===== src/rtl/fetch_stage.sv =====
// fetch_stage: RV32 fetch stage issuing sequential imem requests into an in-order buffer with imm-format predecode
module fetch_stage #(
    parameter logic [31:0] RESET_PC  = 32'h0000_0000,
    parameter int          BUF_DEPTH = 2
) (
    input  logic        clk,
    input  logic        rst_n,
    output logic        imem_req_valid,
    input  logic        imem_req_ready,
    output logic [31:0] imem_req_addr,
    input  logic        imem_rsp_valid,
    input  logic [31:0] imem_rsp_data,
    input  logic        redirect_valid,
    input  logic [31:0] redirect_pc,
    output logic        id_valid,
    input  logic        id_ready,
    output logic [31:0] id_inst,
    output logic [31:0] id_pc,
    output logic [1:0]  id_imm_mux
);
    localparam int AW = $clog2(BUF_DEPTH);
    localparam int CW = AW + 1;
    localparam logic [CW:0] DEPTH_W = (CW+1)'(BUF_DEPTH);

    logic [31:0]   pc_q, pc_d;
    logic [CW-1:0] inflight_q, inflight_d, drop_q, drop_d, count_q, count_d;
    logic [AW-1:0] head_q, head_d, tail_q, tail_d, rq_head_q, rq_head_d, rq_tail_q, rq_tail_d;
    logic [31:0]   buf_inst_q [BUF_DEPTH];
    logic [31:0]   buf_pc_q [BUF_DEPTH];
    logic [1:0]    buf_imm_q [BUF_DEPTH];
    logic [31:0]   rq_pc_q [BUF_DEPTH];
    logic [CW:0]   occupancy;
    logic          accept, rsp_ok, push, pop, unused_pc_bits;
    logic [1:0]    imm_sel;
    logic [6:0]    opcode;

    always_comb begin
        id_valid = count_q != '0;
        pop = id_valid && id_ready;
        // a pop this cycle frees a slot, which keeps single-cycle memory streaming at full rate
        occupancy = {1'b0, inflight_q} + {1'b0, count_q} - (CW+1)'(pop);
        imem_req_valid = rst_n && !redirect_valid && occupancy < DEPTH_W;
        imem_req_addr = pc_q;
        accept = imem_req_valid && imem_req_ready;
        rsp_ok = imem_rsp_valid && inflight_q != '0;
        push = rsp_ok && drop_q == '0 && !redirect_valid;
        opcode = imem_rsp_data[6:0];
        imm_sel = opcode == 7'b0100011 ? 2'b01 :
                  opcode == 7'b1100011 ? 2'b10 :
                  opcode == 7'b1101111 ? 2'b11 : 2'b00;
        inflight_d = inflight_q + CW'(accept) - CW'(rsp_ok);
        pc_d = redirect_valid ? {redirect_pc[31:2], 2'b00} : accept ? pc_q + 32'd4 : pc_q;
        // everything still outstanding after this edge belongs to the old path
        drop_d = redirect_valid ? inflight_d : (rsp_ok && drop_q != '0) ? drop_q - CW'(1) : drop_q;
        count_d = redirect_valid ? '0 : count_q + CW'(push) - CW'(pop);
        head_d = redirect_valid ? '0 : head_q + AW'(pop);
        tail_d = redirect_valid ? '0 : tail_q + AW'(push);
        rq_head_d = rq_head_q + AW'(rsp_ok);
        rq_tail_d = rq_tail_q + AW'(accept);
        id_inst = id_valid ? buf_inst_q[head_q] : 32'h0000_0013;
        id_pc = id_valid ? buf_pc_q[head_q] : '0;
        id_imm_mux = id_valid ? buf_imm_q[head_q] : 2'b00;
        unused_pc_bits = ^redirect_pc[1:0];
    end

    always_ff @(posedge clk or negedge rst_n) begin
        if (!rst_n) begin
            pc_q       <= RESET_PC;
            inflight_q <= '0;
            drop_q     <= '0;
            count_q    <= '0;
            head_q     <= '0;
            tail_q     <= '0;
            rq_head_q  <= '0;
            rq_tail_q  <= '0;
        end else begin
            pc_q       <= pc_d;
            inflight_q <= inflight_d;
            drop_q     <= drop_d;
            count_q    <= count_d;
            head_q     <= head_d;
            tail_q     <= tail_d;
            rq_head_q  <= rq_head_d;
            rq_tail_q  <= rq_tail_d;
        end
    end

    // request PCs stay queued across redirects so dropped responses still retire their entry
    always_ff @(posedge clk) begin
        if (push) begin
            buf_inst_q[tail_q] <= imem_rsp_data;
            buf_pc_q[tail_q]   <= rq_pc_q[rq_head_q];
            buf_imm_q[tail_q]  <= imm_sel;
        end
        if (accept)
            rq_pc_q[rq_tail_q] <= pc_q;
    end
endmodule


===== config.mk =====
export PLATFORM = sky130hd
export DESIGN_NAME = fetch_stage
export DESIGN_NICKNAME = d
export VERILOG_FILES = /design/src/rtl/fetch_stage.sv
export SDC_FILE = /design/constraint.sdc
export NUM_CORES = 1
export LEC_CHECK = 0
export CORE_ASPECT_RATIO = 1.75
export CORE_MARGIN = 5
export CORE_UTILIZATION = 47
export DETAILED_ROUTE_END_ITERATION = 16
export PLACE_DENSITY = 0.76
export SYNTH_ARGS = -nofsm -noshare
export SYNTH_HDL_FRONTEND = slang
export SYNTH_SLANG_ARGS = --single-unit

===== constraint.sdc =====
create_clock -name clk -period 3.8 [get_ports clk]
set_clock_uncertainty 0.2 [all_clocks]
set_input_delay 0.57 -clock clk [delete_from_list [all_inputs] [get_ports clk]]
set_output_delay 0.57 -clock clk [all_outputs]
set_load 0.02 [all_outputs]

==> results by group, run 1 <==
Yosys
  • Cell variety after synth: 49
  • FFs w/ async S/R, synth: 17.54%
  • EDFF count, synth: 188
  • Mean Syn Cell Area: approximately 15 um^2
  • Cell accounting for the most synthesized area: edfxtp_1
  • Cell Area, Synth: 9434 um^2
  • Synth Flop Type: edfxtp_1
  • Seq/Total Area, Yosys: 70.45%
  • Synth area leaders: edfxtp_1 60%, dfrtp_1 11%, mux2i_1 6.9%
  • Cells after synthesis: 642
  • Share of the synthesized area in the top cell type: 59.84%
  • Synthesized flop and latch total: ~230
  • Synthesis Warnings: 0

Floorplan
  • DIE HEIGHT: 197.4 um
  • Chip width: 117.1 um
  • Initial core utilization: roughly 48%
  • # IOs: 170
  • Die Area: 23120 um^2
  • # rows: 68
  • Core Area: 19740 um^2

STA
  • Maximum clock rate: 0.3007 GHz
  • Hold WS: 225.9 ps
  • Slew at the pin with the worst max-slew slack: 769.9 ps
  • Final slew viol count: 0
  • Rel. slew slack: 48.48%
  • Final setup violation count: 0
  • Final Hold Viols: 0
  • RSZ-0062 raised after global routing: false
  • Final clock period utilization by the worst path: 87.50%
  • PnR worst setup slack: 475.0 ps
  • Period minus WS final: 3325 ps

Layout
  • Fraction of layout cells with a size suffix above 1: a little under an eighth
  • Post-Layout Cell Count: 1077
  • ANT cells: 0
  • Post-Route Utilization: between 60% and 70%
  • Nets@finish: 901
  • Area Growth Syn to Fin: 28.81%

Outcome
  • Status: finished clean

Routing
  • Vias: 5768
  • Initial DRC Count: 243
  • Routed vias/inst: 5.356
  • Avg WL per Cell: around 18 um
  • Number of iterations in the first detailed-routing pass: 5
  • DRT Wirelength: about 19 mm
  • Antenna-violating nets left: 0
  • Drt drc: 0

Global routing
  • GRT busiest layer: met2
  • GR Overflow Total: 0
  • Grt met3 use: under 10%
  • Initial antenna violation count: 0
  • Vias in the first global route: 5900
  • GRT Resource Usage Total: approximately 17%
  • Met2 Use GR: a little under a third
  • Largest net degree at the start of global routing: 63
  • Global-route wire length before repair: 31.01 mm
  • Met1 Track Usage GR: about a fifth

Critical path
  • Critical Path End Type: flop
  • CP arrival: 3510 ps
  • Cells on worst reg2reg path: 13
  • CP required: between 3000 and 4000 ps
  • CP peak stage delay: 530 ps
  • Crit path max-delay family: adder cells
  • Setup CP Type: in2reg
  • CP max FO: 4
  • Worst-path cell with the longest stage delay: fa_1
  • R2r setup slk: approximately 550 ps
  • Critical path startpoint category: primary input
  • R2r endpoint: drop_q[1]$_DFFE_PN0P_
  • CP Buf/Inv Count: 2
  • Top cell by count, worst path: ha_1
  • Cells along the critical path: clkdlybuf4s50_1 -> nor2b_1 -> ha_1 -> nand2b_1 -> fa_1 -> nand4b_1 -> or2_1 -> ha_1 -> inv_1 -> ha_1 -> xnor2_1 -> xnor2_1 -> o21a_1
  • Reg-to-reg startpoint: count_q[0]$_DFF_PN0_

Power
  • Static Leak: 4.179 nW
  • Total chip power: 8.159 mW
  • VDD IR max: about 690 uV
  • Cell area power density: approximately 670 nW/um^2

Worst hold path
  • Hold Path Class: in2async

CTS
  • Reg clk slew, reported paths: 70 ps
  • CTS H-tree lvls: 1
  • Clock Root Buffer: clkbuf_16
  • Clk Latency, worst-skew pair: approximately 500 ps
  • Clk sinks: 228
  • CTS tree: built
  • Post-CTS Setup Inserts: 0
  • Buffer levels on the longest clock path: 3
  • Cts bufs inserted: 21

Placement
  • PortBufs: 163
  • Routability congestion estimate: 0.7917
  • Cells after DPL: 1039
  • Post-DP HPWL: approximately 14 mm
  • Pre-CTS WS: -225.3 ps

Flow run
  • Max-Cap Viols: 0
[power breakdown]
part	internal [mW]	total [mW]	switching, mW	leakage [nW]
Clock	1.18	2.04	0.864	0.327
Combinational	1.32	2.83	1.51	1.66
Sequential	3.04	3.28	0.242	2.19
[registers in the layout, summed over array words and instances (netlist names)]
name / flops
buf_imm_q: 4
buf_inst_q: 64
buf_pc_q: 60
count_q: 2
drop_q: 2
head_q: 1
imem_req_addr: 30
inflight_q: 2
rq_head_q: 1
rq_pc_q: 60
rq_tail_q: 1
tail_q: 1
[layer usage]
layer,vias up,part of all wire (%)
met4,0,3.0
met2,193,55
met1,2789,36
li1,2753,-
met5,-,0
met3,33,6.4
[worst register-to-register path: stages, from the launching register on]
cell and delay (ps):
dfrtp_1 430, nor2_4 110, nor2b_1 60, ha_1 260, nand2b_1 160, fa_1 530
nand4b_1 130, or2_1 310, ha_1 310, inv_1 40, ha_1 170, xnor2_1 130
xnor2_1 140, o21a_1 170
[Yosys cell counts (4+ instances only)]
library cell  instances
a22oi_1               4
o21ai_0              22
nand2_1              38
clkbuf_1             14
o311ai_0              7
nand3_1              19
buf_2                 8
and3_1                4
inv_1                18
o211ai_1              7
edfxtp_1            188
buf_4                 6
mux2_2               30
nor3_1                4
ha_1                 12
mux2i_1              65
xnor2_1               9
nand4_1              12
a221o_1               4
a21oi_1               4
dfrtp_1              40
buf_1                 5
nor2_1               79
a31o_2                5
[worst max path at each step]
stage | start | to | slack (ps) | cells past startpoint
finish | id_ready | drop_q[1]$_DFFE_PN0P_ | 470 | 13
floorplan | count_q[0]$_DFF_PN0_ | rq_pc_q[1][10]$_DFFE_PP_ | -10 | 11
global placement | id_ready | imem_req_addr[5]$_DFFE_PN0P_ | -100 | 11
detailed placement | id_ready | imem_req_addr[6]$_DFFE_PN0P_ | -230 | 11
global route | id_ready | drop_q[1]$_DFFE_PN0P_ | 280 | 13
CTS | id_ready | imem_req_valid | 80 | 8
[layout by cell type, fill, tap and decap left out, types with 3 or more instances in the layout]
master | synthesis | layout
a21oi_1 | 4 | 4
a221o_1 | 4 | 4
a22oi_1 | 4 | 4
a31o_2 | 5 | 5
a41oi_1 | 3 | 3
and2_1 | 3 | 3
and3_1 | 4 | 4
and4_1 | 3 | 3
buf_12 | 0 | 5
buf_4 | 6 | 14
clkbuf_1 | 14 | 4
clkbuf_16 | 0 | 21
clkdlybuf4s50_1 | 0 | 161
clkinv_1 | 0 | 3
clkinv_2 | 0 | 3
conb_1 | 1 | 4
dfrtp_1 | 40 | 39
edfxtp_1 | 188 | 188
ha_1 | 12 | 10
inv_1 | 18 | 18
mux2_2 | 30 | 30
mux2i_1 | 65 | 65
nand2_1 | 38 | 38
nand3_1 | 19 | 19
nand4_1 | 12 | 12
nor2_1 | 79 | 77
nor3_1 | 4 | 4
o211ai_1 | 7 | 7
o21ai_0 | 22 | 22
o311ai_0 | 7 | 7
o311ai_1 | 3 | 3
xnor2_1 | 9 | 9
[layout make-up]
type	instances	area (um^2)
fill	1527	7587
sequential	228	6650
multi-input combinational	365	2601
timing repair buffer	183	1844
clock buffer	26	554.3
tap	245	306.5
clock inverter	11	118.9
inverter	19	76.32
[what timing repair did]
item	in CTS	in global routing
hold endpoints to repair	2	0
setup endpoints to repair	0	3
resized for setup	0	2
hold buffers	1	0
[per-stage QoR]
stage | instance area (um^2) | TNS, ps
finish | 12150 | 0
global route | 12150 | 0
CTS | 12150 | 0
detailed placement | 11460 | -2651
global placement | 11460 | -957.8
floorplan | 9445 | -642.6
[kinds of logic (layout without fill, tap and decap cells)]
kind of cell / Yosys count / after routing / synth area share, %
compound gates: 66 / 66 / 4.894
other cells: 1 / 4 / 0.03975
simple gates: 176 / 176 / 8.846
flops: 228 / 228 / 70.45
buf+inv: 52 / 239 / 2.467
fa+ha+maj: 13 / 13 / 1.804
xor+xnor: 11 / 11 / 1.021
mux: 95 / 95 / 10.48
No activity file was read; power rests on OpenSTA's default activity.
==> run 2: changes to the inputs <==
Settings changed: CORE_UTILIZATION 47 to 53, PLACE_DENSITY 0.76 to 0.8.
Clock period 3.8 ns to 3.4 ns, I/O delays scaled along.
==> run 2 against run 1 <==
Compared with the run above: non-clock buffer count is 4 higher; final cell count is 1.1% lower; highest routed layer unchanged; sequential share of layout area is 0.43 points lower; via count is 3.9% higher; core utilization is 8.3 points higher.
==> results by group, run 2 (same netlist as run 1, synthesis figures left out) <==
Floorplan
  • Initial core utilization: 53.80%
  • Die Area: 20670 um^2
  • Core Area: about 18000 um^2
  • Chip width: roughly 110 um
  • DIE HEIGHT: 186.5 um
  • # IOs: 170
  • # rows: 64

Layout
  • Biggest register: buf_inst_q
  • Biggest regs: buf_inst_q x64, buf_pc_q x60, rq_pc_q x60
  • Post-Layout Cell Count: 1065
  • Multi-input logic area: between 2000 and 3000 um^2
  • Most frequent cells in the layout: 188 x edfxtp_1, 161 x clkdlybuf4s50_1, 77 x nor2_1
  • Nets@finish: 904
  • Reg area: between 6000 and 7000 um^2
  • Finished Cell Area: 12250 um^2
  • Most common cell after layout, fill and taps aside: edfxtp_1
  • Layout fillers: 1180
  • Area Growth Syn to Fin: 29.83%
  • Post-Route Utilization: 69.84%
  • ANT cells: 0
  • Fraction of layout cells with a size suffix above 1: 12.71%
  • Max reg flops: 64

CTS
  • Clk sinks: about 230
  • Cts bufs inserted: 20
  • Clk Latency, worst-skew pair: ~480 ps
  • CTS H-tree lvls: 1
  • Reg clk slew, reported paths: 70 ps
  • Buffer levels on the longest clock path: 3
  • Clock Root Buffer: clkbuf_16
  • CTS tree: built

Placement
  • Dpl cell area: roughly 11000 um^2
  • Post-DP HPWL: 13.96 mm
  • PortBufs: 163
  • Routability congestion estimate: 0.8555
  • Cells after DPL: 1028

STA
  • Final Hold Viols: 0
  • Final setup violation count: 0
  • Final clock period utilization by the worst path: between 90% and 100%
  • Hold WS: around 300 ps
  • Period minus WS final: 3265 ps
  • Slew at the pin with the worst max-slew slack: 824.2 ps
  • Final slew viol count: 0
  • Rel. slew slack: 44.85%
  • RSZ-0062 raised after global routing: false
  • Maximum clock rate: between 0.3 and 0.4 GHz

Power
  • Combinational share of power: approximately 34%
  • VDD IR max: 611.2 uV
  • Clock network power share: 26.7%
  • Sequential power share: about 40%
  • Sw Pwr: a little under 3 mW
  • Static Leak: 4.214 nW
  • Sw frac: 31.20%
  • Power Internal: 6.476 mW
  • Cell area power density: 768.5 nW/um^2
  • Total chip power: between 9 and 10 mW

Global routing
  • Vias in the first global route: about 6500
  • GR Overflow Total: 0
  • Largest net degree at the start of global routing: 65
  • GRT Resource Usage Total: between 10% and 20%
  • Initial antenna violation count: 0
  • Global-route wire length before repair: 32.42 mm

Worst hold path
  • Hold Path Class: reg2reg

Outcome
  • Status: finished clean

Critical path
  • CP required: 3570 ps
  • Critical path startpoint category: primary input
  • CP arrival: 3440 ps
  • CP max FO: 3
  • Critical Path End Type: flop
  • Setup CP Type: in2reg

Routing
  • Antenna-violating nets left: 0
  • Number of iterations in the first detailed-routing pass: 5
  • Drt drc: 0
  • Routed vias/inst: 5.628
  • Initial DRC Count: 361
  • Vias: about 6000
  • Avg WL per Cell: 18.97 um
  • DRT Wirelength: 20.20 mm

Flow run
  • Max-Cap Viols: 0
[run 2: changes by cell type in the layout (fill, tap and decap cells not counted), moves of 2 or more]
cell       before  now
clkinv_2        3    1
ha_4            2    0
buf_12          5    7
buf_4          14   16
ha_1           10    8
bufinv_16       2    6
ha_2            0    4
[run 2: layer usage]
metal  track usage (%)  vias to the layer above  routed length (um)
met5                 0                        -                   0
met4             11.24                        0                1097
met3             2.982                       76                1159
met2             34.89                      258               10870
met1             20.76                     2907                7079
li1                  -                     2753                   -
[run 2: what timing repair did]
action,CTS,global route
hold buffers,1,0
hold endpoints to repair,40,0
gates resized for setup,2,5
endpoints found under the setup margin,15,10
pin swaps,0,1
buffers inserted,0,1
[run 2: area by class of cell]
cell class	count	area share, %
sequential	228	54.30
multi-input combinational	365	21.20
timing repair buffer	187	15.45
clock buffer	24	4.382
tap	231	2.360
clock inverter	11	1.696
inverter	19	0.6231
[run 2: path summary, 6_finish.rpt]
path,startpoint,to,slack [ps],cells after the start
worst max register to register,count_q[0]$_DFF_PN0_,drop_q[1]$_DFFE_PN0P_,140,13
worst min-delay path,rq_head_q$_DFF_PN0_,rq_head_q$_DFF_PN0_,300,1
worst min register to register,rq_head_q$_DFF_PN0_,rq_head_q$_DFF_PN0_,300,1
worst max-delay path,id_ready,drop_q[1]$_DFFE_PN0P_,130,13
min in group asynchronous,rst_n,imem_req_addr[19]$_DFFE_PN0P_,500,3
max in group asynchronous,rst_n,head_q$_DFF_PN0_,2090,3
[run 2: critical path, cell delays in order]
cell	delay, ps
clkdlybuf4s50_1	450
nor2b_2	170
ha_1	240
nand2b_1	150
fa_1	510
nand4b_1	140
or2_4	280
ha_1	270
inv_1	30
ha_1	180
xnor2_1	140
xnor2_1	150
o21a_1	190
[run 2: per-stage QoR]
stage / setup slack (ps) / TNS, ps
4_1_cts: 19.59 / 0
6_report: 134.6 / 0
3_3_place_gp: -313.8 / -13620
3_5_place_dp: -698.1 / -28650
2_1_floorplan: 2.615 / 0
5_1_grt: 1.328 / 0
[run 2: power by group through the flow]
| stage | clock, mW | combinational [mW] | sequential, mW |
|---|---|---|---|
| after detailed placement | 0 | 3.23 | 3.73 |
| after CTS | 2.56 | 3.25 | 3.68 |
| after global placement | 0 | 3.13 | 3.70 |
| after floorplan | 0 | 1.85 | 3.68 |
| after global routing | 2.68 | 3.46 | 3.71 |
| final | 2.51 | 3.23 | 3.68 |
==> run 3: changes to the inputs <==
Settings changed: CORE_UTILIZATION 53 to 50, PLACE_DENSITY 0.8 to 0.77.
==> run 3 against run 2 <==
Compared with the run above: combinational power is essentially flat; clock power shrank 13%; worst hold slack lost 25 ps; routed wire length shrank 1.6%; critical path type is now reg2reg; highest routed layer unchanged.
==> results by group, run 3 (same netlist as run 1, synthesis figures left out) <==
Critical path
  • R2r endpoint: drop_q[1]$_DFFE_PN0P_
  • R2r setup slk: roughly 120 ps
  • Reg-to-reg startpoint: count_q[1]$_DFF_PN0_
  • CP required: 3570 ps
  • CP max FO: 4
  • Cells on worst reg2reg path: 13
  • Setup CP Type: reg2reg
  • CP arrival: 3450 ps
  • Critical path startpoint category: flop
  • Critical Path End Type: flop

Placement
  • Routability congestion estimate: 0.8214
  • PortBufs: 163
  • Pre-CTS WS: -618.4 ps
  • Post-DP HPWL: 13.99 mm

Floorplan
  • Initial core utilization: 50.77%
  • Core Area: 18580 um^2
  • Die Area: around 22000 um^2
  • # rows: 66
  • # IOs: 170
  • DIE HEIGHT: roughly 190 um
  • Chip width: approximately 110 um

Global routing
  • Initial antenna violation count: 0
  • GR Overflow Total: 0
  • Vias in the first global route: 6257
  • Global-route wire length before repair: 31.78 mm
  • Largest net degree at the start of global routing: 65
  • GRT Resource Usage Total: 18.31%

Routing
  • Drt drc: 0
  • DRT Wirelength: 19.89 mm
  • Initial DRC Count: roughly 300
  • Antenna-violating nets left: 0
  • Number of iterations in the first detailed-routing pass: 5
  • Avg WL per Cell: 18.52 um
  • Vias: 5892
  • Routed vias/inst: between 5 and 6

Power
  • Total chip power: approximately 9 mW
  • Static Leak: roughly 4.2 nW
  • Cell area power density: 745.7 nW/um^2
  • VDD IR max: 506.9 uV

STA
  • Slew at the pin with the worst max-slew slack: around 860 ps
  • Final setup violation count: 0
  • Final slew viol count: 0
  • PnR worst setup slack: 120.9 ps
  • Hold WS: 275.7 ps
  • RSZ-0062 raised after global routing: true
  • Final clock period utilization by the worst path: 96.45%
  • Setup TNS: 0 ps
  • Final Hold Viols: 0
  • Period minus WS final: 3279 ps
  • Maximum clock rate: 0.3050 GHz
  • Rel. slew slack: a little over two fifths

Worst hold path
  • Worst Hold Depth: 1
  • HP Start: rq_head_q$_DFF_PN0_
  • Hold Path Class: reg2reg
  • Hold endpoint: rq_head_q$_DFF_PN0_

Layout
  • Area Growth Syn to Fin: 28.97%
  • Layout fillers: 1344
  • Most common cell after layout, fill and taps aside: edfxtp_1
  • ANT cells: 0
  • Most frequent cells in the layout: 188 x edfxtp_1, 161 x clkdlybuf4s50_1, 77 x nor2_1
  • Max reg flops: 64
  • Post-Route Utilization: between 60% and 70%
  • Nets@finish: 905
  • Biggest regs: buf_inst_q x64, buf_pc_q x60, rq_pc_q x60
  • Biggest register: buf_inst_q
  • Fraction of layout cells with a size suffix above 1: 12.44%

Outcome
  • Status: finished clean

CTS
  • Clk Latency, worst-skew pair: roughly 480 ps
  • Clk sinks: 228
  • Clock Root Buffer: clkbuf_16
  • Reg clk slew, reported paths: 70 ps
  • CTS tree: built
  • CTS H-tree lvls: 1
  • Buffer levels on the longest clock path: 3
  • Cts bufs inserted: 20

Flow run
  • Max-Cap Viols: 0
[run 3: changes by cell type in the layout (fill, tap and decap cells not counted), sizes merged]
cell / before / now
buf: 24 / 25
bufinv: 6 / 1
clkbuf: 25 / 30
clkinv: 4 / 7
clkinvlp: 2 / 0
[run 3: what timing repair did]
| action | CTS | global route |
|---|---|---|
| hold endpoints to repair | 39 | 0 |
| setup endpoints to repair | 12 | 14 |
| gates resized for setup | 2 | 6 |
| hold buffers | 1 | 0 |
| buffers inserted | 0 | 1 |
[run 3: worst max path at each step]
stage	startpoint	endpoint	slack, ps
finish	count_q[1]$_DFF_PN0_	drop_q[1]$_DFFE_PN0P_	120
global route	count_q[1]$_DFF_PN0_	drop_q[1]$_DFFE_PN0P_	-50
CTS	count_q[1]$_DFF_PN0_	imem_req_valid	10
detailed placement	id_ready	imem_req_addr[7]$_DFFE_PN0P_	-620
global placement	id_ready	imem_req_addr[5]$_DFFE_PN0P_	-350
floorplan	id_ready	drop_q[1]$_DFFE_PN0P_	3
[run 3: power breakdown]
part / total [mW] / internal [mW] / leakage, nW / switching, mW
Combinational: 3.23 / 1.50 / 1.67 / 1.73
Clock: 2.18 / 1.27 / 0.312 / 0.910
Sequential: 3.67 / 3.40 / 2.19 / 0.265
[run 3: routing by layer]
| layer | share of wire [%] | track usage (%) | routed length (um) |
|---|---|---|---|
| met3 | 6.1 | 2.932 | 1222 |
| met5 | 0 | 0 | 0 |
| met2 | 54 | 33.66 | 10700 |
| met1 | 35 | 20.06 | 6955 |
| met4 | 5.1 | 9.511 | 1009 |
[run 3: final cells by class]
cell class | instances | area [um^2] | area share, %
Multi-Input combinational cell | 365 | 2604 | 21.40
Clock buffer | 29 | 585.6 | 4.813
Timing Repair Buffer | 188 | 1899 | 15.61
Clock inverter | 7 | 53.80 | 0.4422
Inverter | 19 | 76.32 | 0.6273
Tap cell | 238 | 297.8 | 2.448
Sequential cell | 228 | 6650 | 54.66
[run 3: metrics by stage]
step                      cell area, um^2  instances
after floorplan                      9464        645
after global placement              11500       1036
after detailed placement            11500       1036
after CTS                           12150       1073
after global routing                12170       1074
final                               12170       1074
[run 3: worst max-delay path, stage by stage, from the launching register on]
cell	delay (ps)
dfrtp_1	410
nor2_4	160
nor2b_2	60
ha_1	270
nand2b_1	160
fa_1	520
nand4b_1	140
or2_4	280
ha_1	280
inv_1	40
ha_1	180
xnor2_1	130
xnor2_1	150
o21a_1	180
